===== src/rtl/div_unit_seq.sv =====
// Radix-2 restoring divider for RV32M DIV/DIVU/REM/REMU.
// One quotient bit per cycle, start/busy/valid handshake, flush abort.
module div_unit_seq #(
  parameter int XLEN = 32
) (
  input  logic            i_clk,
  input  logic            i_rst,
  input  logic            i_start,
  input  logic            i_flush,
  input  logic [1:0]      i_div_op,
  input  logic [XLEN-1:0] i_op_a,
  input  logic [XLEN-1:0] i_op_b,
  output logic            o_busy,
  output logic            o_valid,
  output logic [XLEN-1:0] o_result
);

  localparam int CNT_W = $clog2(XLEN + 1);

  typedef enum logic [1:0] {
    IDLE = 2'd0,
    CALC = 2'd1,
    FIX  = 2'd2,
    DONE = 2'd3
  } state_t;

  state_t state, state_nxt;

  logic [1:0]       op_q;
  logic             rem_neg_q;
  logic             quo_neg_q;
  logic [XLEN-1:0]  dvs_q;
  logic [XLEN-1:0]  rem_q;
  logic [XLEN-1:0]  quo_q;
  logic [CNT_W-1:0] cnt_q;

  // The most negative value maps to 2^(XLEN-1), which still fits unsigned.
  function automatic logic [XLEN-1:0] magnitude(input logic signed [XLEN-1:0] v,
                                                input logic use_sign);
    logic signed [XLEN-1:0] neg_v;
    neg_v = -v;
    return (use_sign && v[XLEN-1]) ? $unsigned(neg_v) : $unsigned(v);
  endfunction

  function automatic logic [XLEN-1:0] negate_if(input logic [XLEN-1:0] v,
                                                input logic neg);
    return neg ? (~v + 1'b1) : v;
  endfunction

  logic            in_signed;
  logic            in_div_zero;
  logic            in_overflow;
  logic            in_special;
  logic [XLEN-1:0] special_res;
  logic            start_ok;

  always_comb begin
    in_signed   = ~i_div_op[0];
    in_div_zero = (i_op_b == '0);
    in_overflow = in_signed && (i_op_a == {1'b1, {(XLEN-1){1'b0}}}) && (i_op_b == '1);
    in_special  = in_div_zero || in_overflow;
    if (in_div_zero)
      special_res = i_div_op[1] ? i_op_a : '1;
    else
      special_res = i_div_op[1] ? '0 : i_op_a;
    start_ok = (state == IDLE) && i_start && !i_flush;
  end

  // Restoring step: shift {rem,quo}, subtract divisor when it does not borrow.
  logic [XLEN:0]   rem_sh;
  logic            no_borrow;
  logic [XLEN-1:0] rem_step;
  logic            op_signed;
  logic [XLEN-1:0] quo_fix;
  logic [XLEN-1:0] rem_fix;
  logic [XLEN-1:0] fix_res;

  always_comb begin
    rem_sh    = {rem_q, quo_q[XLEN-1]};
    no_borrow = (rem_sh >= {1'b0, dvs_q});
    rem_step  = no_borrow ? XLEN'(rem_sh - {1'b0, dvs_q}) : rem_sh[XLEN-1:0];
    op_signed = ~op_q[0];
    quo_fix   = negate_if(quo_q, op_signed && quo_neg_q);
    rem_fix   = negate_if(rem_q, op_signed && rem_neg_q);
    fix_res   = op_q[1] ? rem_fix : quo_fix;
  end

  always_ff @(posedge i_clk or posedge i_rst) begin
    if (i_rst) state <= IDLE;
    else       state <= state_nxt;
  end

  always_comb begin
    state_nxt = state;
    case (state)
      IDLE: if (start_ok) state_nxt = in_special ? DONE : CALC;
      CALC: if (cnt_q == CNT_W'(XLEN - 1)) state_nxt = FIX;
      FIX:  state_nxt = DONE;
      DONE: state_nxt = IDLE;
      default: state_nxt = IDLE;
    endcase
    if (i_flush && (state != IDLE)) state_nxt = IDLE;
  end

  always_ff @(posedge i_clk or posedge i_rst) begin
    if (i_rst) begin
      op_q      <= '0;
      rem_neg_q <= 1'b0;
      quo_neg_q <= 1'b0;
      dvs_q     <= '0;
      rem_q     <= '0;
      quo_q     <= '0;
      cnt_q     <= '0;
      o_result  <= '0;
    end else if (start_ok) begin
      op_q      <= i_div_op;
      rem_neg_q <= in_signed && i_op_a[XLEN-1];
      quo_neg_q <= in_signed && (i_op_a[XLEN-1] ^ i_op_b[XLEN-1]);
      dvs_q     <= magnitude(i_op_b, in_signed);
      quo_q     <= magnitude(i_op_a, in_signed);
      rem_q     <= '0;
      cnt_q     <= '0;
      if (in_special) o_result <= special_res;
    end else if (!i_flush) begin
      if (state == CALC) begin
        rem_q <= rem_step;
        quo_q <= {quo_q[XLEN-2:0], no_borrow};
        cnt_q <= cnt_q + 1'b1;
      end else if (state == FIX) begin
        o_result <= fix_res;
      end
    end
  end

  assign o_busy  = (state != IDLE);
  assign o_valid = (state == DONE);

endmodule


===== config.mk =====
export PLATFORM = sky130hd
export DESIGN_NAME = div_unit_seq
export DESIGN_NICKNAME = d
export VERILOG_FILES = /design/src/rtl/div_unit_seq.sv
export SDC_FILE = /design/constraint.sdc
export NUM_CORES = 1
export LEC_CHECK = 0
export ABC_AREA = 1
export BUFFER_PORTS_ARGS = -buffer_cell sky130_fd_sc_hd__buf_4
export CORE_MARGIN = 3
export CORE_UTILIZATION = 62
export CTS_CLUSTER_DIAMETER = 60
export DETAILED_ROUTE_END_ITERATION = 6
export PLACE_DENSITY = 0.91
export SYNTH_ARGS = -nofsm -noshare
export SYNTH_HDL_FRONTEND = slang
export SYNTH_SLANG_ARGS = --single-unit

===== constraint.sdc =====
create_clock -name i_clk -period 4.9 [get_ports i_clk]
set_clock_uncertainty 0.2 [all_clocks]
set_input_delay 0.49 -clock i_clk [delete_from_list [all_inputs] [get_ports i_clk]]
set_output_delay 0.49 -clock i_clk [all_outputs]
set_load 0.03 [all_outputs]

### Word-level counts from Yosys, hierarchy flattened

Cells that the tools add are included.

| word-level totals | value |
|---|---|
| flip-flop bits (word level) | 140 |
| latch bits | 0 |
| memory bits (writable) | 0 |
| memory bits (read-only) | 0 |
| input port bits | 70 |
| logic and storage cells | 80 |
| memories kept | 0 |

| cells by class | value |
|---|---|
| $add $sub $neg | 6 |
| $mul | 0 |
| div/mod/pow operators | 0 |
| order comparisons | 1 |
| equal/unequal tests | 11 |
| shift-type cells | 0 |
| mux-type cells | 28 |
| bitwise operators | 5 |
| reduce and logical (&&, ||, !) cells | 20 |

Operator list:

| operator | count |
|---|---|
| 32-bit 2-to-1 mux | 20 |
| 32-bit by 1-bit adder with 32-bit output (second input constant) | 2 |
| 32-bit == test (second input constant) | 2 |
| 32-bit negation | 2 |
| 32-bit inverter | 2 |
| 33-bit by 32-bit >= comparator with 1-bit output | 1 |
| 32-bit zero test | 1 |
| 32-bit subtractor | 1 |
| 6-bit 2-to-1 mux | 3 |
| 1-bit logical AND | 10 |
| 2-bit 2-to-1 mux | 4 |
| 2-bit one-hot mux with 4 select lines | 1 |
| 6-bit by 1-bit adder with 6-bit output (second input constant) | 1 |
| 6-bit by 5-bit == test with 1-bit output (second input constant) | 1 |
| 2-bit nonzero test | 3 |
| 2-bit == test (second input constant) | 2 |
| 2-bit inequality test (second input constant) | 2 |
| 2-bit AND reduction | 2 |
| 4-bit AND reduction | 1 |
| 3-bit by 2-bit inequality test with 1-bit output (second input constant) | 1 |
| 3-bit inequality test (second input constant) | 1 |
| 2-bit by 1-bit == test with 1-bit output (second input constant) | 1 |
| 2-bit zero test | 1 |
| 2-bit by 1-bit inequality test with 1-bit output (second input constant) | 1 |
| 4 further kinds | 5 |

### Depth between registers and ports, before layout

| logic depth | value |
|---|---|
| word-level depth | 8 |
| mapped depth | 18 |
| mapped depth without buffers | 17 |

### Worst setup path after synthesis

No wires, ideal clock.

| timing path | value |
|---|---|
| kind | flip-flop to flip-flop |
| from | register rem_q[21] |
| to | register rem_q[10] |
| arrival | 1.866 ns |
| data required time | 4.570 ns |
| setup slack | 2.704 ns |
| stages on the path, launching flop included | 13 |
| buffers on the path | 1 |
| clock period less this slack | 2.196 ns |
| cells stage by stage | dfrtp_1 ha_1 a21oi_1 o21ai_1 inv_1 nand2_1 nand2_1 nand2_1 nor2_2 buf_2 nand3_1 nand3_1 o21ai_1 |

| between the ends | value |
|---|---|
| word-level cells in the longest chain between the ends | 5 |

RTL lines:

| what | RTL line | RTL |
|---|---|---|
| from (decl) | 33 | `logic [XLEN-1:0] rem_q;` |
| from (signal assigned) | 126 | `rem_q <= rem_step;` |
| 33-bit by 32-bit >= comparator with 1-bit output | 80 | `no_borrow = (rem_sh >= {1'b0, dvs_q});` |
| 32-bit 2-to-1 mux | 81 | `rem_step = no_borrow ? XLEN'(rem_sh - {1'b0, dvs_q}) : rem_sh[XLEN-1:0];` |
| 32-bit 2-to-1 mux | 125 | `if (state == CALC) begin` |
| 32-bit 2-to-1 mux | 124 | `end else if (!i_flush) begin` |
| 32-bit 2-to-1 mux | 115 | `end else if (start_ok) begin` |

Every way passes these cells. The select of a mux whose other input is x is not followed.
A chain may end at the register's enable or synchronous reset.

### Worst setup path after layout

| timing path | value |
|---|---|
| from | register state[0] |
| to | register quo_q[8] |

| between the ends | value |
|---|---|
| word-level cells in the longest chain between the ends | 5 |
| elaborated cells on any way between the ends | 8 |
| those cells by class | eq/ne (2); mux (1); reduce/logical (5) |

RTL lines:

| what | RTL line | RTL |
|---|---|---|
| from (decl) | 27 | `state_t state, state_nxt;` |
| from (signal assigned) | 90 | `else state <= state_nxt;` |
| 2-bit zero test | 66 | `start_ok = (state == IDLE) && i_start && !i_flush;` |
| 1-bit logical AND (2 in a row) | 66 |  |
| 2-bit by 1-bit inequality test with 1-bit output (no line) or 2-bit nonzero test (tied branches) | - |  |
| 2-bit AND reduction (no line) | - |  |
| to (signal assigned) | 120 | `quo_q <= magnitude(i_op_a, in_signed);` |
| to (signal assigned) | 127 | `quo_q <= {quo_q[XLEN-2:0], no_borrow};` |
| to (decl) | 34 | `logic [XLEN-1:0] quo_q;` |

Parallel ways exist; a longest one is shown, timed or not.

==> results.txt <==
The run finished with clean final reports. The sequential cells in the finished layout cover a total of 3500 um^2. In this run the tool buffered the top-level ports with 103 buffer cells. The final-stage net count came out at between 2000 and 2500. Before antenna repair, the detailed router went through 6 iterations.

The sequential share of the synthesized area is 27.3%. The top cell types in the final layout, fill and taps aside, are 582 x sky130_fd_sc_hd__nand2_1, 240 x sky130_fd_sc_hd__nand3_1, 225 x sky130_fd_sc_hd__inv_1. The root cell of the clock tree is sky130_fd_sc_hd__clkbuf_16. The tree built by TritonCTS fans out to 140 sinks. For this configuration, the core starts out at a cell density of between 60% and 70%. The number of DRC markers after the initial detailed-route iteration came out at 2507. The count of unique library cells instantiated by Yosys is 46.

The via density per instance is 6.23. Derived from the worst setup path, the maximum achievable clock frequency is 310 MHz. The placer congestion estimate is between 1 and 1.5. The depth of the worst register-to-register path came out at 10. The core area came out at ~20000 um^2. The critical path is of the flip-flop to flip-flop type. The hold violation count in the final report is 0. The count of boundary I/O pins came out at 104.

The hold buffer count at CTS is 0. Leaving out fill and tap cells, the most frequent cell in the layout is sky130_fd_sc_hd__nand2_1. The routed wire length came out at 45.6 mm. The maximum net fanout on the critical path is 41.

The power density normalized to cell area is 755 nW/um^2. The nature of the critical path endpoint is a flip-flop. The final cycle utilization of the critical path came out at 65.8%. The H-tree generated during clock tree synthesis spans 4 levels. The final sum of negative setup slack came out at 0 ns. Of all flip-flops after synthesis, the portion carrying an async set or reset was 100%. The die span in x is between 100 and 150 um.

The number of flops mapped to enable cells by yosys is 0. After clock tree synthesis, the repair step resized 0 gates. The mean instance size in the synthesized netlist is 6.14 um^2. The maximum resistive drop on vdd is 589 uV.

The area growth from synthesis to layout is 11.3%. The later-pin clock latency in the skew report is 0.44 ns. The number of synthesized register bits is between 100 and 150.

The global-route usage over all layers is 40.1%. In the final layout, the multi-input gates occupy 8050 um^2. The static leakage came out at 7.16 nW.

The overflow left after global routing is 0. The total power came out at 10.8 mW. The DRC violation count after routing came out at 0.

The final-report setup violation count is 0. The number of rows in the core area came out at roughly 50. The number of global-route vias before repair is 13571. The floorplan step set the die height to approximately 150 um.

The number of filler cells placed in the layout is about 1800. The worst slack at placement is 1.73 ns. The number of placed cells counting well taps came out at 2393. The average detailed-routed wire length per instance is 18.8 um. The most used flip-flop cell after synthesis is sky130_fd_sc_hd__dfrtp_1. The global-route wire length before repair came out at just over 70 mm. The path class of the tightest hold or removal check is input port to async pin. Once the clock tree was built, the setup fixing pass inserted 0 buffers. No sink is reached through more buffers than the 2 on the longest clock path. The max-cap check violation count is 0. Synthesis handed over a netlist of 2091 instances.

The number of antenna violations at the first check in global routing is 0. The synthesized area came out at 12800 um^2. Buffers inserted during clock tree synthesis total 17. After layout, the minimum clock period comes to 3.22 ns. The total of warnings raised by yosys came out at 0. The smallest setup slack after layout is 1.68 ns. The number of antenna-violating nets in the routed design came out at 0.

The total count of max-transition violations in the final report is 0. The actual transition at the worst max-transition pin came out at approximately 1.0 ns. The die covers 22500 um^2. The fraction of layout cells with a size suffix above 1 is a little under a tenth.

STA puts the critical path data required time at 5.01 ns. The final cell count without fillers is 2424. The CTS tree is yes. Setup repair after global routing left no endpoint under its margin.

The post-CTS clock slew at the launch and capture registers of the worst setup and hold paths is 0.07 ns. When the netlist entered floorplanning its net count stood at 2205. Data arrives at the worst endpoint at between 3 and 4 ns. The final HPWL from detailed placement came out at 33.8 mm. The total number of vias came out at 15113. The worst hold slack came out at between 0.06 and 0.07 ns. The largest net degree at the start of global routing is 107.

STA classifies the critical path startpoint as a flip-flop. The remaining max-slew budget at the tightest pin came out at 31.0%. The repair_antennas step left the layout with diodes totalling 0.
[routing by layer]
layer | GRT usage [%] | vias up | part of all wire (%)
li1 | - | 6997 | -
met1 | 56.7 | 6924 | 40
met2 | 61.2 | 1011 | 44
met3 | 7.63 | 181 | 12
met4 | 15.2 | 0 | 4.5
met5 | 0 | - | 0
[metrics by stage]
step	area [um^2]	util (%)
global placement	13700	68.6
global route	14300	71.7
CTS	14300	71.7
detailed placement	13700	68.6
finish	14300	71.7
floorplan	12800	-
[path summary, 6_finish.rpt]
path / startpoint / end / slack [ns]
hold reg to reg: o_result[24]$_DFFE_PP0P_ / o_result[24]$_DFFE_PP0P_ / 0.28
hold / removal: i_rst / o_result[21]$_DFFE_PP0P_ / 0.06
max in group asynchronous: i_rst / dvs_q[9]$_DFFE_PP0P_ / 3.27
setup / recovery: state[0]$_DFFE_PP0P_ / quo_q[8]$_DFFE_PP0P_ / 1.68
min in group i_clk: i_div_op[0] / op_q[0]$_DFFE_PP0P_ / 0.11
setup reg to reg: state[0]$_DFFE_PP0P_ / quo_q[8]$_DFFE_PP0P_ / 1.68
[Yosys cell counts (4+ instances only)]
cell | number | area (um^2)
sky130_fd_sc_hd__a21o_1 | 6 | 45.0
sky130_fd_sc_hd__o21ai_0 | 188 | 941
sky130_fd_sc_hd__clkbuf_1 | 36 | 135
sky130_fd_sc_hd__nor3_1 | 26 | 130
sky130_fd_sc_hd__buf_2 | 23 | 115
sky130_fd_sc_hd__inv_1 | 226 | 848
sky130_fd_sc_hd__nand4_1 | 35 | 219
sky130_fd_sc_hd__o31ai_1 | 6 | 45.0
sky130_fd_sc_hd__buf_1 | 10 | 37.5
sky130_fd_sc_hd__nor2_4 | 4 | 45.0
sky130_fd_sc_hd__nand2_1 | 582 | 2180
sky130_fd_sc_hd__nand3b_1 | 4 | 30.0
sky130_fd_sc_hd__nand2_4 | 4 | 45.0
sky130_fd_sc_hd__buf_6 | 8 | 90.1
sky130_fd_sc_hd__o221ai_1 | 13 | 114
sky130_fd_sc_hd__nand2_2 | 9 | 56.3
sky130_fd_sc_hd__a21oi_1 | 138 | 691
sky130_fd_sc_hd__o211ai_1 | 9 | 67.6
sky130_fd_sc_hd__o22ai_1 | 5 | 31.3
sky130_fd_sc_hd__ha_1 | 43 | 538
sky130_fd_sc_hd__or2_2 | 4 | 25.0
sky130_fd_sc_hd__nand3_1 | 240 | 1200
sky130_fd_sc_hd__nor2_2 | 11 | 68.8
sky130_fd_sc_hd__inv_2 | 11 | 41.3
sky130_fd_sc_hd__o21ai_1 | 37 | 185
sky130_fd_sc_hd__xnor2_1 | 18 | 158
sky130_fd_sc_hd__xor2_1 | 29 | 254
sky130_fd_sc_hd__nor2_1 | 198 | 743
sky130_fd_sc_hd__dfrtp_1 | 140 | 3500
[cells by family after synthesis]
family | synth area share, %
AND/OR/NAND/NOR | 38.0
XOR/XNOR | 3.21
flip-flops | 27.3
buffers and inverters | 10.1
AO/OA/AOI/OAI | 17.0
adder cells (fa/ha/maj) | 4.35
[power breakdown]
part | total, mW | internal, mW | switching, mW
sequential | 2.19 | 1.68 | 0.515
combinational | 7.17 | 2.25 | 4.91
clock | 1.42 | 0.828 | 0.590
[worst max-delay path, cell delays in order, from the launching register on]
cell	delay (ns)
sky130_fd_sc_hd__dfrtp_1	0.41
sky130_fd_sc_hd__inv_1	0.10
sky130_fd_sc_hd__ha_1	0.27
sky130_fd_sc_hd__nand2_1	0.14
sky130_fd_sc_hd__inv_1	0.10
sky130_fd_sc_hd__o21ai_2	0.27
sky130_fd_sc_hd__buf_4	0.47
sky130_fd_sc_hd__inv_1	0.42
sky130_fd_sc_hd__buf_4	0.40
sky130_fd_sc_hd__o211ai_1	0.16
sky130_fd_sc_hd__o21ai_0	0.11
[layout make-up]
class / count / share of cell area [%]
clock buffers: 18 / 3.08
clock inverters: 13 / 1.26
inverters: 239 / 6.36
multi-input cells: 1633 / 56.3
flip-flops and latches: 140 / 24.5
well taps: 265 / 2.32
repair buffers: 116 / 6.10
[flip-flops by register name, indices dropped and copies added (netlist names)]
name and count:
cnt_q 6, dvs_q 32, o_result 32, op_q 2
quo_neg_q 1, quo_q 32, rem_neg_q 1, rem_q 32
state 2
Power figures use the tool's default switching activity.
